**src/rtl/cpu_pkg.sv**
```systemverilog
// Shared definitions for the 8-bit CPU: default widths, opcodes,
// condition-flag bit positions and the execute-stage state encoding.
package cpu_pkg;

    localparam int CPU_DATA_W = 8;
    localparam int CPU_ADDR_W = 4;
    localparam int CPU_OP_W   = 4;

    localparam logic [CPU_OP_W-1:0] OP_NOP = 4'd0;
    localparam logic [CPU_OP_W-1:0] OP_ADD = 4'd1;
    localparam logic [CPU_OP_W-1:0] OP_SUB = 4'd2;
    localparam logic [CPU_OP_W-1:0] OP_AND = 4'd3;
    localparam logic [CPU_OP_W-1:0] OP_OR  = 4'd4;
    localparam logic [CPU_OP_W-1:0] OP_XOR = 4'd5;
    localparam logic [CPU_OP_W-1:0] OP_SHL = 4'd6;
    localparam logic [CPU_OP_W-1:0] OP_SHR = 4'd7;
    localparam logic [CPU_OP_W-1:0] OP_MUL = 4'd8;
    localparam logic [CPU_OP_W-1:0] OP_MOV = 4'd9;

    localparam int FLAG_Z = 0;
    localparam int FLAG_C = 1;
    localparam int FLAG_N = 2;
    localparam int FLAG_W = 3;

    typedef enum logic [0:0] {
        ST_IDLE = 1'b0,
        ST_MUL  = 1'b1
    } exec_state_e;

endpackage

```
**src/rtl/seq_multiplier.sv**
```systemverilog
// Shift-add multiplier: one multiplier bit per edge for W edges after start;
// done and the full product are presented combinationally on the last step.
module seq_multiplier
    import cpu_pkg::*;
#(
    parameter int W = CPU_DATA_W
) (
    input  logic             clk,
    input  logic             rst_n,
    input  logic             start,
    input  logic [W-1:0]     a,
    input  logic [W-1:0]     b,
    output logic             done,
    output logic [2*W-1:0]   product
);

    localparam int CNT_W = (W > 1) ? $clog2(W) : 1;

    logic               active_r;
    logic [CNT_W-1:0]   cnt_r;
    logic [2*W-1:0]     acc_r;
    logic [2*W-1:0]     mcand_r;
    logic [W-1:0]       mplier_r;
    logic [2*W-1:0]     acc_next_s;

    // Partial-product accumulation for the current multiplier bit
    always_comb begin
        acc_next_s = acc_r;
        if (mplier_r[0]) begin
            acc_next_s = acc_r + mcand_r;
        end else begin
            acc_next_s = acc_r;
        end
    end

    assign done    = active_r && (cnt_r == CNT_W'(W - 1));
    assign product = acc_next_s;

    // Iteration state: load on start, then shift one bit per edge
    always_ff @(posedge clk or negedge rst_n) begin
        if (!rst_n) begin
            active_r <= 1'b0;
            cnt_r    <= {CNT_W{1'b0}};
            acc_r    <= {(2*W){1'b0}};
            mcand_r  <= {(2*W){1'b0}};
            mplier_r <= {W{1'b0}};
        end else if (start) begin
            active_r <= 1'b1;
            cnt_r    <= {CNT_W{1'b0}};
            acc_r    <= {(2*W){1'b0}};
            mcand_r  <= {{W{1'b0}}, a};
            mplier_r <= b;
        end else if (active_r) begin
            acc_r    <= acc_next_s;
            mcand_r  <= {mcand_r[2*W-2:0], 1'b0};
            mplier_r <= {1'b0, mplier_r[W-1:1]};
            if (done) begin
                active_r <= 1'b0;
                cnt_r    <= {CNT_W{1'b0}};
            end else begin
                cnt_r    <= cnt_r + 1'b1;
            end
        end else begin
            active_r <= 1'b0;
        end
    end

endmodule

```
**src/rtl/exec_stage.sv**
```systemverilog
// Execute stage: single-cycle ALU plus multi-cycle multiply, register-bank
// write-back port and Z/C/N condition flags.
module exec_stage
    import cpu_pkg::*;
#(
    parameter int DATA_W = CPU_DATA_W,
    parameter int ADDR_W = CPU_ADDR_W,
    parameter int OP_W   = CPU_OP_W
) (
    input  logic              i_clk,
    input  logic              i_reset,
    input  logic              i_valid,
    input  logic [OP_W-1:0]   i_opcode,
    input  logic [ADDR_W-1:0] i_destadd,
    input  logic [DATA_W-1:0] i_read_data1,
    input  logic [DATA_W-1:0] i_read_data2,
    output logic              o_busy,
    output logic              o_write_en,
    output logic [ADDR_W-1:0] o_write_reg,
    output logic [DATA_W-1:0] o_write_data,
    output logic              o_flag_z,
    output logic              o_flag_c,
    output logic              o_flag_n
);

    function automatic logic [FLAG_W-1:0] flags_of(input logic [DATA_W-1:0] res, input logic c);
        logic [FLAG_W-1:0] f;
        f         = {FLAG_W{1'b0}};
        f[FLAG_Z] = (res == {DATA_W{1'b0}});
        f[FLAG_C] = c;
        f[FLAG_N] = res[DATA_W-1];
        return f;
    endfunction

    exec_state_e         state_r, state_next_s;
    logic [ADDR_W-1:0]   dest_r, dest_s;
    logic                write_en_r, write_en_s;
    logic [ADDR_W-1:0]   write_reg_r, write_reg_s;
    logic [DATA_W-1:0]   write_data_r, write_data_s;
    logic [FLAG_W-1:0]   flags_r, flags_s;

    logic [DATA_W-1:0]   alu_res_s;
    logic                alu_c_s;
    logic                alu_single_s;
    logic [DATA_W:0]     sum_s;
    logic                mul_start_s;
    logic                mul_done_s;
    logic [2*DATA_W-1:0] mul_product_s;
    logic [DATA_W-1:0]   mul_res_s;
    logic                mul_c_s;

    seq_multiplier #(.W(DATA_W)) u_mul (
        .clk     (i_clk),
        .rst_n   (i_reset),
        .start   (mul_start_s),
        .a       (i_read_data1),
        .b       (i_read_data2),
        .done    (mul_done_s),
        .product (mul_product_s)
    );

    assign mul_res_s = mul_product_s[DATA_W-1:0];
    assign mul_c_s   = |mul_product_s[2*DATA_W-1:DATA_W];
    assign sum_s     = {1'b0, i_read_data1} + {1'b0, i_read_data2};

    // Single-cycle ALU datapath
    always_comb begin
        alu_res_s    = {DATA_W{1'b0}};
        alu_c_s      = 1'b0;
        alu_single_s = 1'b1;
        case (i_opcode)
            OP_ADD: begin
                alu_res_s = sum_s[DATA_W-1:0];
                alu_c_s   = sum_s[DATA_W];
            end
            OP_SUB: begin
                alu_res_s = i_read_data1 - i_read_data2;
                alu_c_s   = (i_read_data1 < i_read_data2);
            end
            OP_AND: alu_res_s = i_read_data1 & i_read_data2;
            OP_OR:  alu_res_s = i_read_data1 | i_read_data2;
            OP_XOR: alu_res_s = i_read_data1 ^ i_read_data2;
            OP_SHL: begin
                alu_res_s = {i_read_data1[DATA_W-2:0], 1'b0};
                alu_c_s   = i_read_data1[DATA_W-1];
            end
            OP_SHR: begin
                alu_res_s = {1'b0, i_read_data1[DATA_W-1:1]};
                alu_c_s   = i_read_data1[0];
            end
            OP_MOV: alu_res_s = i_read_data1;
            default: alu_single_s = 1'b0;
        endcase
    end

    // Next-state and next-output logic; valid is only honoured in IDLE
    always_comb begin
        state_next_s = state_r;
        mul_start_s  = 1'b0;
        dest_s       = dest_r;
        write_en_s   = 1'b0;
        write_reg_s  = write_reg_r;
        write_data_s = write_data_r;
        flags_s      = flags_r;
        case (state_r)
            ST_IDLE: begin
                if (i_valid && alu_single_s) begin
                    write_en_s = (i_destadd != {ADDR_W{1'b0}});
                    flags_s    = flags_of(alu_res_s, alu_c_s);
                    if (write_en_s) begin
                        write_reg_s  = i_destadd;
                        write_data_s = alu_res_s;
                    end else begin
                        write_reg_s  = write_reg_r;
                        write_data_s = write_data_r;
                    end
                end else if (i_valid && (i_opcode == OP_MUL)) begin
                    state_next_s = ST_MUL;
                    mul_start_s  = 1'b1;
                    dest_s       = i_destadd;
                end else begin
                    state_next_s = ST_IDLE;
                end
            end
            ST_MUL: begin
                if (mul_done_s) begin
                    state_next_s = ST_IDLE;
                    write_en_s   = (dest_r != {ADDR_W{1'b0}});
                    flags_s      = flags_of(mul_res_s, mul_c_s);
                    if (write_en_s) begin
                        write_reg_s  = dest_r;
                        write_data_s = mul_res_s;
                    end else begin
                        write_reg_s  = write_reg_r;
                        write_data_s = write_data_r;
                    end
                end else begin
                    state_next_s = ST_MUL;
                end
            end
            default: state_next_s = ST_IDLE;
        endcase
    end

    // FSM state register
    always_ff @(posedge i_clk or negedge i_reset) begin
        if (!i_reset) begin
            state_r <= ST_IDLE;
        end else begin
            state_r <= state_next_s;
        end
    end

    // Registered write-back port, latched destination and flags
    always_ff @(posedge i_clk or negedge i_reset) begin
        if (!i_reset) begin
            dest_r       <= {ADDR_W{1'b0}};
            write_en_r   <= 1'b0;
            write_reg_r  <= {ADDR_W{1'b0}};
            write_data_r <= {DATA_W{1'b0}};
            flags_r      <= {FLAG_W{1'b0}};
        end else begin
            dest_r       <= dest_s;
            write_en_r   <= write_en_s;
            write_reg_r  <= write_reg_s;
            write_data_r <= write_data_s;
            flags_r      <= flags_s;
        end
    end

    assign o_busy       = (state_r == ST_MUL);
    assign o_write_en   = write_en_r;
    assign o_write_reg  = write_reg_r;
    assign o_write_data = write_data_r;
    assign o_flag_z     = flags_r[FLAG_Z];
    assign o_flag_c     = flags_r[FLAG_C];
    assign o_flag_n     = flags_r[FLAG_N];

endmodule

```
**config.mk**
```make
export PLATFORM = sky130hd
export DESIGN_NAME = exec_stage
export DESIGN_NICKNAME = d
export VERILOG_FILES = /design/src/rtl/cpu_pkg.sv /design/src/rtl/seq_multiplier.sv /design/src/rtl/exec_stage.sv
export SDC_FILE = /design/constraint.sdc
export NUM_CORES = 1
export LEC_CHECK = 0
export ABC_AREA = 1
export CELL_PAD_IN_SITES_DETAIL_PLACEMENT = 0
export CELL_PAD_IN_SITES_GLOBAL_PLACEMENT = 1
export CORE_ASPECT_RATIO = 1.5
export CORE_MARGIN = 5
export CORE_UTILIZATION = 38
export DETAILED_ROUTE_END_ITERATION = 6
export GPL_TIMING_DRIVEN = 0
export PLACE_DENSITY_LB_ADDON = 0.1
export SETUP_SLACK_MARGIN = 0.02
export SYNTH_ARGS = -nofsm -noshare
export SYNTH_HDL_FRONTEND = slang
export SYNTH_SLANG_ARGS = --single-unit
```
**constraint.sdc**
```tcl
create_clock -name i_clk -period 2.05 [get_ports i_clk]
set_clock_uncertainty 0.1 [all_clocks]
set_input_delay 0.205 -clock i_clk [delete_from_list [all_inputs] [get_ports i_clk]]
set_output_delay 0.205 -clock i_clk [all_outputs]
set_load 0.02 [all_outputs]
```
==> impl_metrics.toml, run 1 <==
[routing]
wl_per_cell_um = 17.0
vias = 5233
final_antenna_net_count = 0
dr.pass1.iters = 4
finalWirelength_mm = 17.3
vias_per_cell = 5.14
drc_errors = 0
drt_first_iter_violations = 257

[critical_path]
worstPathArrival_ns = 2.45
crit_required_ns = 2.21
ff2ff_path_depth = 12
max_stage_delay_ns = 0.39
cp-start-kind = "register"
worst-setup-path-type = "register to register"
crit_path_cell_trace = "ha_2 -> fa_2 -> nand2_2 -> nand2_2 -> nand3_2 -> nand2_4 -> xor2_2 -> o21ai_2 -> nand3_1 -> nor2_1 -> nor2_1 -> a21oi_2"
critical_path.slowest_cell = "dfrtp_1"
worst_setup_path_end_kind = "register"
worstPathMaxFanout = 4

[floorplanning]
io_pins = 44
die_area_um2 = 16300
die_h_um = 154
die_width_um = 106
rows = 52
initial_utilization_pct = 38.7
fp.coreArea_um2 = 13500

[logic_synthesis]
synth_fp_nets = 846
synth_cell_types = 42
synthFlopType = "dfrtp_1"
ys_warn_count = 0
syn_area_per_cell_um2 = 6.77
syn_inst = 774
synth_edf_count = 0
syn_area_um2 = 5240
asyncSetResetFlopFracSynth_pct = 100
ys_seq_elements = 65
ys_seq_area_share_pct = 31.0

[clock_tree]
htree_num_levels = 3
cts.sinks = 65
numCtsBuffers = 9
clk_pin_slew_ns = 0.06
clock_latency_ns = 0.33
root_buffer = "clkbuf_16"
clock_path_buffers = 2
cts_tree = "built"

[finish]
fillers = 1370
diodes = 0
mostFrequentLayoutCell = "nand2_1"
layout_common_cells = "nand2_1 (214), inv_1 (99), dfrtp_1 (62), nor2_1 (58), nand3_1 (41)"
final_cells = 1018
seqCellArea_um2 = 1630
multi_input_area_um2 = 3440
nets = 923
top_regs = "u_mul.acc_r x16, u_mul.mcand_r x16"
area_growth_pct = 28.5
fin_util_pct = 49.8
final_layout_size_suffix_gt1_share_pct = 20.2

[pwr]
combinationalPowerShare_pct = 54.2
ir_worst_vdd_v = 0.000486
p_per_area_nw_per_um2 = 1180
p_total_mw = 7.93
seqPwrFrac_pct = 28.1
power.internal_mw = 4.39
power_switching_share_pct = 44.7
clkPwrFrac_pct = 17.7
p_leak_nw = 3.39
p_sw_mw = 3.55

[sta]
final_hold_viol_count = 0
setup_ws_ns = -0.241
finalSetupViolCount = 9
rsz0062_at_grt = "true"
max_freq_ghz = 0.436
tns_ns = -1.06
layout_min_cycle_time_ns = 2.29
tightest_slew_ns = 0.857
maxSlewViolCount = 0
min_period_over_period_pct = 112
relSlewSlack_pct = 42.9

[job]
drv_cap = 0

[min_path]
worstHoldPathCells = 3
min_path_type = "input pin to register"

[place]
io_buffers = 43
pre_cts_slack_ns = -0.813
dp_hpwl_mm = 13.7
placed_cells = 979
place_congestion = 0.886

[status]
violations = "setup timing"
outcome = "finished, violations left"

[grt]
antenna_found_initial = 0
grt_first_pass_wirelength_mm = 27.4
grt_overflow_total = 0
grt_usage_pct = 21.4
grt_pass1_vias = 5270
grt_max_degree = 66
==> metal layers <==
layer | track usage, % | part of all wire [%] | vias up
met2 | 42.0 | 56 | 98
met4 | 7.72 | 2.6 | 0
met1 | 23.1 | 38 | 2450
met5 | 0 | 0 | -
li1 | - | - | 2657
met3 | 2.31 | 2.6 | 28
==> kinds of logic (layout without fill, tap and decap cells) <==
logic type	Yosys count	after routing	synth area share, %
AO/OA/AOI/OAI	127	127	14.8
XOR/XNOR	5	5	0.836
adder cells (fa/ha/maj)	45	45	11.2
buffers and inverters	139	221	10.8
flip-flops	65	65	31.0
AND/OR/NAND/NOR	393	393	31.4
==> worst max-delay path: cells and delay by family (launching register included) <==
family | cells | cell delay (ns)
and+or+nand+nor | 7 | 0.60
adders and majority gates | 2 | 0.60
DFF | 1 | 0.39
AOI/OAI and AO/OA | 2 | 0.38
xor gates and xnor gates | 1 | 0.16
==> per-stage QoR <==
stage / hold slack (ns) / instance area, µm²
after global routing: 0.174 / 6730
final: 0.164 / 6730
after detailed placement: 0.271 / 5870
after CTS: 0.286 / 6450
after floorplan: -0.191 / 5240
after global placement: 0.371 / 5880
==> repair_timing <==
action | CTS | global route
gates cloned | 0 | 0
resized for setup | 76 | 58
pin swaps | 18 | 23
setup buffers | 10 | 12
endpoints found under the hold margin | 65 | 0
setup endpoints to repair | 22 | 42
hold buffers | 1 | 0
==> area by class of cell <==
type	count	share of cell area [%]
clock inverter	7	0.706
sequential	65	24.2
multi-input combinational	570	51.1
buffer	21	2.16
inverter	118	6.65
tap	162	3.01
clock buffer	9	3.35
timing repair buffer	66	8.81
==> path summary, 6_finish.rpt <==
kind | start | end | slack (ns)
max | u_mul.mcand_r[0] | flags_r[0] | -0.24
min in group asynchronous | i_reset | u_mul.mplier_r[6] | 0.41
min | i_read_data2[3] | u_mul.mplier_r[3] | 0.16
min reg2reg | o_write_data[7] | o_write_data[7] | 0.39
max in group asynchronous | i_reset | u_mul.acc_r[4] | 0.82
max reg2reg | u_mul.mcand_r[0] | flags_r[0] | -0.24
==> synthesized netlist by cell type (6+ instances only) <==
master | instances | area share (%)
inv_1 | 111 | 8.0
nand2_1 | 233 | 17
o22ai_1 | 15 | 1.8
ha_1 | 42 | 10
inv_2 | 7 | 0.50
nand3_1 | 55 | 5.3
nor3_1 | 7 | 0.67
nand4_1 | 13 | 1.6
o221ai_1 | 6 | 1.0
nand2_2 | 8 | 0.96
a21oi_1 | 25 | 2.4
dfrtp_1 | 65 | 31
o21ai_0 | 44 | 4.2
nor2_1 | 66 | 4.7
buf_2 | 13 | 1.2
o211ai_1 | 12 | 1.7
==> power by group through the flow <==
stage	sequential (mW)	clock, mW	combinational, mW
finish	2.23	1.40	4.30
global route	2.29	1.50	4.73
CTS	2.19	1.44	4.01
detailed placement	2.19	0	3.65
global placement	2.18	0	3.61
floorplan	2.26	0	2.27
Power figures use the tool's default switching activity.
==> inputs of run 2 (changes only) <==
--- a/config.mk
+++ b/config.mk
@@ -15,6 +15,7 @@
 export GPL_TIMING_DRIVEN = 0
 export PLACE_DENSITY_LB_ADDON = 0.1
 export SETUP_SLACK_MARGIN = 0.02
+export SLEW_MARGIN = 20
 export SYNTH_ARGS = -nofsm -noshare
 export SYNTH_HDL_FRONTEND = slang
 export SYNTH_SLANG_ARGS = --single-unit
==> impl_metrics.toml, run 2 (synthesis gave the netlist of run 1 again) <==
[sta]
setup_ws_ns = -0.219
final_hold_viol_count = 0
min_period_over_period_pct = 111
finalSetupViolCount = 6
tns_ns = -0.764
relSlewSlack_pct = 62.6
rsz0062_at_grt = "true"
maxSlewViolCount = 0
layout_min_cycle_time_ns = 2.27
tightest_slew_ns = 0.561
max_freq_ghz = 0.441

[critical_path]
worstPathArrival_ns = 2.40
cp-start-kind = "register"
crit_required_ns = 2.18
worst_setup_path_end_kind = "register"
ff2ff_path_depth = 16
worst-setup-path-type = "register to register"
worstPathMaxFanout = 4

[status]
violations = "setup timing"
outcome = "finished, violations left"

[grt]
grt_first_pass_wirelength_mm = 27.4
grt_pass1_vias = 5301
antenna_found_initial = 0
grt_overflow_total = 0
grt_max_degree = 56
grt_usage_pct = 21.4

[place]
place_congestion = 0.886
io_buffers = 43
placed_cells = 980
dpl_cell_area_um2 = 5900
dp_hpwl_mm = 13.8

[pwr]
combinationalPowerShare_pct = 53.9
power.internal_mw = 4.58
seqPwrFrac_pct = 27.4
p_sw_mw = 3.58
clkPwrFrac_pct = 18.7
power_switching_share_pct = 43.9
p_per_area_nw_per_um2 = 1200
ir_worst_vdd_v = 0.000500
p_leak_nw = 3.46

[routing]
top_layer_used = "met4"
vias_per_cell = 5.19
wl_met3_um = 403
wl_per_cell_um = 17.1
wl_met2_mm = 9.75
drc_errors = 0
final_antenna_net_count = 0
vias = 5289
finalWirelength_mm = 17.4
dr.pass1.iters = 5
drt_first_iter_violations = 309
met1_length_mm = 6.76

[floorplanning]
die_h_um = 154
die_area_um2 = 16300
die_width_um = 106
rows = 52
initial_utilization_pct = 38.7
io_pins = 44
fp.coreArea_um2 = 13500

[finish]
layout_common_cells = "nand2_1 (216), inv_1 (101), dfrtp_1 (63), nor2_1 (60), nand3_1 (40)"
final_cells = 1020
fin_area_um2 = 6780
area_growth_pct = 29.4
fillers = 1353
mostFrequentLayoutCell = "nand2_1"
final_layout_size_suffix_gt1_share_pct = 20.0
diodes = 0
top_regs = "u_mul.acc_r x16, u_mul.mcand_r x16"
nets = 925

[clock_tree]
clock_path_buffers = 2
root_buffer = "clkbuf_16"
numCtsBuffers = 9
cts_tree = "built"
clk_pin_slew_ns = 0.06
htree_num_levels = 3
clock_latency_ns = 0.33
cts.sinks = 65

[job]
drv_cap = 0

[min_path]
min_path_type = "input pin to asynchronous set/reset pin"
==> run 2: changes by cell type in the layout (fill, tap and decap cells not counted), sizes merged <==
cell	delta
bufinv	+1
clkbuf	+5
buf	+1
dlygate4sd2	-5
clkdlybuf4s50	-1
clkinvlp	-2
inv	+1
dlymetal6s2s	+2
==> run 2: final cells by class <==
type	instances	area (µm²)	area share, %
Clock buffer	9	225	3.32
Inverter	118	445	6.57
Clock inverter	7	71.3	1.05
Timing Repair Buffer	68	623	9.19
Buffer	21	151	2.23
Sequential cell	65	1630	24.0
Tap cell	162	203	2.99
Multi-Input combinational cell	570	3430	50.6
==> run 2: routing by layer <==
metal | global-route usage, % | vias to the layer above
li1 | - | 2663
met1 | 23.1 | 2512
met5 | 0 | -
met2 | 41.9 | 88
met4 | 7.96 | 0
met3 | 2.35 | 26
==> run 2: through the flow <==
| stage | worst slack, ns | hold slack (ns) | power [mW] | utilization (%) |
|---|---|---|---|---|
| 6_report | -0.219 | 0.152 | 8.16 | 50.1 |
| 5_1_grt | -0.323 | 0.173 | 8.73 | 50.1 |
| 4_1_cts | -0.244 | 0.153 | 7.86 | 48.4 |
| 3_5_place_dp | -0.807 | -0.0347 | 5.83 | 43.6 |
| 3_3_place_gp | -1.56 | 0.371 | 5.79 | 43.4 |
| 2_1_floorplan | 0.0191 | -0.191 | 4.53 | - |
==> run 2: final timing paths <==
check | startpoint | endpoint | slack, ns
worst max register to register | u_mul.mcand_r[0] | flags_r[1] | -0.22
worst max-delay path | u_mul.mcand_r[0] | flags_r[1] | -0.22
min in group i_clk | i_read_data2[3] | u_mul.mplier_r[3] | 0.16
worst min register to register | o_write_data[4] | o_write_data[4] | 0.39
max in group asynchronous | i_reset | o_write_en | 1.17
worst min-delay path | i_reset | u_mul.mcand_r[5] | 0.15
==> run 2: repair_timing <==
item / CTS / global route
hold buffers: 1 / 0
gates resized for setup: 78 / 63
pin swaps: 19 / 17
hold endpoints to repair: 65 / 0
setup buffers: 14 / 10
endpoints found under the setup margin: 24 / 38
==> run 2: power by group through the flow <==
stage,clock network (mW),registers (mW),logic (mW)
floorplan,0,2.26,2.27
detailed placement,0,2.19,3.64
CTS,1.56,2.20,4.09
finish,1.53,2.24,4.40
global route,1.61,2.29,4.83
global placement,0,2.18,3.61
==> run 2: critical path: stages, from the launching register on <==
cell     delay [ns]
dfrtp_1        0.38
ha_2           0.20
fa_2           0.37
nand3_2        0.10
nand3_2        0.09
nand2_2        0.10
nand2_2        0.07
nand2_2        0.10
nand2_1        0.06
nand2_1        0.06
nand3_1        0.07
nand2_1        0.10
nand2_1        0.07
nor2_2         0.11
nand3_1        0.07
nand2_1        0.06
nand2_1        0.04
